## config.mk

```make
export PLATFORM = sky130hd
export DESIGN_NAME = sb_free_list
export DESIGN_NICKNAME = d
export VERILOG_FILES = /design/src/rtl/sb_free_list.sv
export SDC_FILE = /design/constraint.sdc
export NUM_CORES = 1
export LEC_CHECK = 0
export ABC_AREA = 1
export CAP_MARGIN = 20
export CORE_ASPECT_RATIO = 1.25
export CORE_MARGIN = 10
export CORE_UTILIZATION = 50
export CTS_CLUSTER_DIAMETER = 80
export CTS_CLUSTER_SIZE = 25
export DETAILED_ROUTE_END_ITERATION = 7
export PLACE_DENSITY = 0.75
export RECOVER_POWER = 25
export REMOVE_ABC_BUFFERS = 1
export SLEW_MARGIN = 15
export SYNTH_ARGS = -nofsm -noshare
export SYNTH_HDL_FRONTEND = slang
export SYNTH_SLANG_ARGS = --single-unit
```

## constraint.sdc

```tcl
create_clock -name clk -period 2.1 [get_ports clk]
set_input_delay 0.42 -clock clk [delete_from_list [all_inputs] [get_ports clk]]
set_output_delay 0.42 -clock clk [all_outputs]
set_load 0.05 [all_outputs]
```

## src/rtl/sb_free_list.sv

```systemverilog
// Scoreboard tag free list: circular FIFO of unallocated SB tags.
// It provides one tag per cycle to dispatch and takes one released tag per
// cycle from commit. A membership bitmap rejects double frees and frees
// while full, and raises a sticky error when it does.
module sb_free_list #(
    parameter int SB_DEPTH = 8,
    parameter int SB       = $clog2(SB_DEPTH)
) (
    input  logic          clk,
    input  logic          reset_,
    input  logic          flush,
    input  logic          alloc_req,
    output logic          alloc_ready,
    output logic [SB-1:0] alloc_tag,
    input  logic          free_valid,
    input  logic [SB-1:0] free_tag,
    output logic [SB:0]   free_count,
    output logic          err
);

    localparam logic [SB:0] FULL_CNT = (SB+1)'(SB_DEPTH);
    localparam logic [SB:0] PTR_ONE  = (SB+1)'(1);

    logic [SB-1:0]       tag_q [SB_DEPTH];
    logic [SB-1:0]       tag_d [SB_DEPTH];
    logic [SB:0]         head_q, head_d;
    logic [SB:0]         tail_q, tail_d;
    logic [SB_DEPTH-1:0] in_list_q, in_list_d;
    logic                err_q, err_d;

    logic [SB:0]         count_s;
    logic                grant_s;
    logic                free_legal_s;
    logic                free_illegal_s;

    // Outputs derive from registered state only, so no input-to-output paths.
    always_comb begin
        count_s     = tail_q - head_q;
        alloc_ready = (count_s != {(SB+1){1'b0}});
        alloc_tag   = tag_q[head_q[SB-1:0]];
        free_count  = count_s;
        err         = err_q;
    end

    // Grant and free legality, both judged against the pre-edge state.
    always_comb begin
        grant_s        = alloc_req & alloc_ready & ~flush;
        free_legal_s   = free_valid & ~flush & ~in_list_q[free_tag] &
                         (count_s != FULL_CNT);
        free_illegal_s = free_valid & ~flush & ~free_legal_s;
    end

    // Next-state: flush restores the full list, otherwise apply grant and free.
    always_comb begin
        tag_d     = tag_q;
        head_d    = head_q;
        tail_d    = tail_q;
        in_list_d = in_list_q;
        err_d     = err_q;
        if (flush) begin
            for (int i = 0; i < SB_DEPTH; i++) begin
                tag_d[i] = SB'(i);
            end
            head_d    = {(SB+1){1'b0}};
            tail_d    = FULL_CNT;
            in_list_d = {SB_DEPTH{1'b1}};
        end else begin
            if (grant_s) begin
                head_d                 = head_q + PTR_ONE;
                in_list_d[alloc_tag]   = 1'b0;
            end else begin
                head_d = head_q;
            end
            // A legal free never targets the granted tag: that tag is in the list.
            if (free_legal_s) begin
                tag_d[tail_q[SB-1:0]] = free_tag;
                tail_d                = tail_q + PTR_ONE;
                in_list_d[free_tag]   = 1'b1;
            end else begin
                tail_d = tail_q;
            end
            if (free_illegal_s) begin
                err_d = 1'b1;
            end else begin
                err_d = err_q;
            end
        end
    end

    // State registers; asynchronous reset loads the full list and clears err.
    always_ff @(posedge clk or negedge reset_) begin
        if (!reset_) begin
            for (int i = 0; i < SB_DEPTH; i++) begin
                tag_q[i] <= SB'(i);
            end
            head_q    <= {(SB+1){1'b0}};
            tail_q    <= FULL_CNT;
            in_list_q <= {SB_DEPTH{1'b1}};
            err_q     <= 1'b0;
        end else begin
            tag_q     <= tag_d;
            head_q    <= head_d;
            tail_q    <= tail_d;
            in_list_q <= in_list_d;
            err_q     <= err_d;
        end
    end

endmodule

```

# Yosys cells after proc, flatten, opt, wreduce, memory -nomap -nowiden
# Cells that the tools add are included.
word_totals:
  register_bits: 41
  latchBits: 0
  ramBits: 0
  mem_bits_ro: 0
  output_inout_bits: 9
  elab_cells: 66
  mem_count: 0
op_classes:
  n_addsub: 3
  multipliers: 0
  div_mod_pow: 0
  magnitude_cmp: 7
  eq_ne: 1
  shifts: 0
  muxes: 22
  bitwise: 14
  reduce_logical: 7
op_table:
  columns: ["op", "count"]
  rows:
  - ["24-bit 2-to-1 mux", 2]
  - ["8-bit 2-to-1 mux", 4]
  - ["24-bit bitwise mux", 1]
  - ["4-bit 2-to-1 mux", 4]
  - ["3-bit binary-select mux with 3-bit select", 1]
  - ["3-bit demux with 3-bit select", 1]
  - ["3-bit 2-to-1 mux", 3]
  - ["4-bit by 1-bit adder with 4-bit output (second input constant)", 2]
  - ["8-bit AND", 1]
  - ["4-bit >= comparator (second input constant)", 2]
  - ["3-bit by 4-bit less-than comparator with 1-bit output (second input constant)", 2]
  - ["3-bit NOT with 4-bit output", 2]
  - ["8-bit NOT", 1]
  - ["8-bit OR", 1]
  - ["1-bit AND", 6]
  - ["1-bit demux with 3-bit select", 2]
  - ["3-bit by 1-bit >= comparator with 1-bit output (second input constant)", 2]
  - ["4-bit by 1-bit less-than comparator with 1-bit output (second input constant)", 1]
  - ["4-bit != test (second input constant)", 1]
  - ["2-bit nonzero test", 2]
  - ["4-bit nonzero test", 1]
  - ["4-bit subtractor", 1]
  - ["1-bit binary-select mux with 3-bit select", 1]
  - ["1-bit logical AND", 3]
  - ["3 further kinds", 7]

# Depth between registers and ports, before layout
logic_depth:
  word_depth: 15
  depth_mapped: 15
  ltp_nobuf: 15

# Least setup slack after synthesis
# No wires, ideal clock.
synth_path:
  path_type: "register to register"
  from: "register tail_q[0]"
  to: "register in_list_q[3]"
  setup_ns: 0.077
  arrival_time_ns: 3.006
  setup_slack_ns: -0.984
  stages_incl_launch_ff: 15
  path_cell_list: "dfrtp_1 > inv_1 > ha_1 > inv_1 > fa_1 > nand2_1 > inv_1 > nor2_1 > nor2_1 > nand3_1 > nand3_2 > inv_1 > nand2_1 > nand2_1 > nand2_1"
synth_between:
  elab_chain_cells: 9
synth_rtl:
  columns: ["element", "line", "rtl"]
  rows:
  - ["start: declaration", "27", "logic [SB:0] tail_q, tail_d;"]
  - ["start signal: assignment", "103", "tail_q <= tail_d;"]
  - ["4-bit subtractor *", "38", "count_s = tail_q - head_q;"]
  - ["named net free_count[2]", "17", "output logic [SB:0] free_count,"]
  - ["4-bit nonzero test *", "39", "alloc_ready = (count_s != {(SB+1){1'b0}});"]
  - ["named net alloc_ready", "13", "output logic alloc_ready,"]
  - ["1-bit AND * (2 in a row)", "47", "grant_s = alloc_req & alloc_ready & ~flush;"]
  - ["8-bit 2-to-1 mux *", "68", "if (grant_s) begin"]
  - ["8-bit 2-to-1 mux *", "60", "if (flush) begin"]
  - ["8-bit OR (no source line)", null, null]
  - ["8-bit 2-to-1 mux *", "75", "if (free_legal_s) begin"]
  - ["8-bit 2-to-1 mux *", "60", null]
  - ["named net in_list_d[3]", "28", "logic [SB_DEPTH-1:0] in_list_q, in_list_d;"]
  - ["end signal: assignment", "98", "in_list_q <= {SB_DEPTH{1'b1}};"]
  - ["end signal: assignment", "104", "in_list_q <= in_list_d;"]
  - ["end: declaration", "28", null]
# The timed path passes the listed nets; every way through them passes the cells marked *. The select of a mux whose other input is x is not followed.
# A chain may end at the register's enable or synchronous reset.

# Worst setup path in the final report
layout_path:
  from: "register head_q[0]"
  to: "output port alloc_ready"
layout_between:
  elab_chain_cells: 2
layout_rtl:
  columns: ["element", "line", "rtl"]
  rows:
  - ["start: declaration", "26", "logic [SB:0] head_q, head_d;"]
  - ["start signal: assignment", "96", "head_q <= {(SB+1){1'b0}};"]
  - ["4-bit subtractor", "38", null]
  - ["4-bit nonzero test", "39", null]
  - ["end: declaration", "13", null]
# No other way between the ends.

==> impl_metrics.json <==
{
  "r2r_cells": 13,
  "cap_viol_max_count": 0,
  "cp_max_fo": 2,
  "max_freq_mhz": 400.6,
  "numCtsBuffers": 5,
  "viasPerCell": 5.596,
  "ant_nets": 0,
  "final_common_cell": "nand2_1",
  "core_sq_mm": 0.005152,
  "fp.dieH_microns": 101.9,
  "yosysSeqAreaShare": 0.3923,
  "routabilityCongestion": 0.9074,
  "worstPathRequired_ns": 1.68,
  "avgSynthCellArea_sq_um": 7.004,
  "min_period_ns": 2.496,
  "syn_inst": 383,
  "htree_levels": 2,
  "cts_hold_buf": 0,
  "first_pass_iters": 7,
  "status": "finished, violations left",
  "grt_max_degree": 42,
  "slowest_delay_ns": 0.43,
  "cpLargestDelayFamily": "adder cells",
  "die_w_microns": 85.52,
  "antenna_found_initial": 0,
  "clk_latency_ns": 0.30,
  "vdd_drop_max_mv": 0.7991,
  "critPathSlowestCell": "dfrtp_1",
  "crit_chain": "ha_4 > inv_2 > fa_2 > or2_1 > nor2_2 > nand3_2 > buf_8",
  "synth.distinct_cells": 29,
  "nets": 451,
  "drtIter0Drc": 276,
  "place_ws_ns": -0.2408,
  "setup_tns_ns": -9.708,
  "cts.sinks": 41,
  "final_cells": 500,
  "grt_pass1_wl_microns": 12690,
  "clk_pin_slew_ns": 0.09,
  "grt_usage": 0.1774,
  "worstSetupEndpointType": "primary output",
  "worst-r2r-setup-slack_ns": -0.30,
  "globalRoute.totalOverflow": 0,
  "r2r_start": "head_q[0]$_DFFE_PN0P_",
  "synthesis.area_sq_mm": 0.002683,
  "dpl.hpwl_microns": 5125,
  "slew_violations": 0,
  "clockBufferDepth": 2,
  "cts_tree": "done",
  "violations": "setup timing",
  "ys_ff_latch": 41,
  "fin_skew_ns": 0.01723,
  "most-common-layout-cells": "nand2_1, inv_1, nand3_1, nor2_1, buf_4",
  "wl_per_cell_microns": 17.10,
  "antenna_cells": 0,
  "wl_microns": 8549,
  "rsz0062_at_grt": "true",
  "drive_above_1_share": 0.4247,
  "cts_root_buffer": "clkbuf_8",
  "hold_viol_final": 0,
  "io_buffers": 16,
  "cp_num_buf_inv": 2,
  "rows": 29,
  "rr_endpoint": "in_list_q[0]$_DFF_PN1_",
  "pin_count": 17,
  "min_period_over_period": 1.189,
  "worst_pin_slew_ns": 0.9982,
  "slew_headroom": 0.3346,
  "dieArea_sq_mm": 0.008714,
  "setup_ws_ns": -0.3962,
  "leakagePower_nw": 1.808,
  "hold_slack_ns": 0.3511,
  "dp_cells": 478,
  "arrival_ns": 2.08,
  "hold_class": "input pin to asynchronous set/reset pin",
  "start_util": 0.5206,
  "syn_to_final_growth_pct": 42.96,
  "setup_viol": 48,
  "remaining_drc_errors": 0,
  "path_class": "register to primary output",
  "ys_warn_count": 0,
  "grt_pass1_vias": 2718,
  "power.density_mw_per_mm2": 847.6,
  "worstSetupStartpointType": "register",
  "num_vias": 2798,
  "final_core_util": 0.7443
}
==> worst max-delay path by stage <==
stage / to / startpoint / cells past startpoint
floorplan: in_list_q[3]$_DFF_PN1_ / head_q[0]$_DFFE_PN0P_ / 13
global placement: alloc_ready / tail_q[0]$_DFFE_PN0P_ / 8
detailed placement: alloc_ready / tail_q[0]$_DFFE_PN0P_ / 8
CTS: alloc_ready / head_q[0]$_DFFE_PN0P_ / 7
global route: alloc_ready / tail_q[0]$_DFFE_PN0P_ / 8
finish: alloc_ready / head_q[0]$_DFFE_PN0P_ / 7
==> flip-flops by register name, summed over array words and instances, names as in the netlist <==
register / flops
in_list_q: 8
err: 1
head_q: 4
tag_q: 24
tail_q: 4
==> power by group <==
part,switching (mW),internal [mW],total [mW]
clock,0.275,0.234,0.509
sequential,0.0269,0.848,0.875
combinational,1.08,0.789,1.87
total,1.38,1.87,3.25
==> cells by family after synthesis <==
logic type | after synthesis | share of synthesized area
adder cells (fa/ha/maj) | 6 | 0.03078
AO/OA/AOI/OAI | 28 | 0.05457
buffers and inverters | 63 | 0.1077
AND/OR/NAND/NOR | 242 | 0.4049
flip-flops | 41 | 0.3923
XOR/XNOR | 3 | 0.009797
==> synth_stat cells, drive strengths merged <==
cell    count  area (sq um)
a21o        1         7.510
a21oi       1         5.000
buf        10         82.57
clkbuf      1         3.750
clkinv      2         7.510
dfrtp      20         500.5
dfstp      21         551.8
fa          1         20.02
ha          5         62.56
inv        50         195.2
nand2     121         479.2
nand3      62         350.3
nor2       49         203.9
nor3        8         40.04
o21ai      26         133.9
or2         2         12.52
xor2        3         26.28
==> metrics by stage <==
stage               cell area [sq um]  total power, mW
floorplan                        2596            1.614
global placement                 3119            2.196
detailed placement               3119            2.212
CTS                              3497            2.997
global route                     3835            3.399
finish                           3835            3.251
==> area by class of cell <==
cell class	count	area (sq um)
Multi-Input combinational cell	279	1793
Inverter	52	224.0
Timing Repair Buffer	58	606.8
Sequential cell	41	1052
Clock buffer	7	76.32
Clock inverter	1	5.005
Fill cell	335	1318
Tap cell	62	77.57
==> metal layers <==
layer | up-vias | global-route usage | part of all wire
met5 | - | 0 | 0
met4 | 0 | 0.1053 | 0.040
met3 | 31 | 0.03424 | 0.056
li1 | 1317 | - | -
met1 | 1321 | 0.2047 | 0.38
met2 | 129 | 0.2985 | 0.52
==> worst register-to-register path, delay by kind of cell, from the launching register on <==
kind | cells | cell delay (ns)
compound gates | 1 | 0.08
buf+inv | 5 | 0.56
fa+ha+maj | 2 | 0.61
simple gates | 5 | 0.66
flops | 1 | 0.43
==> timing repair <==
item,4_1_cts,5_1_grt
gates resized for setup,64,81
pin swaps,22,28
buffers inserted,16,11
setup endpoints to repair,48,48
Power figures use the tool's default switching activity.
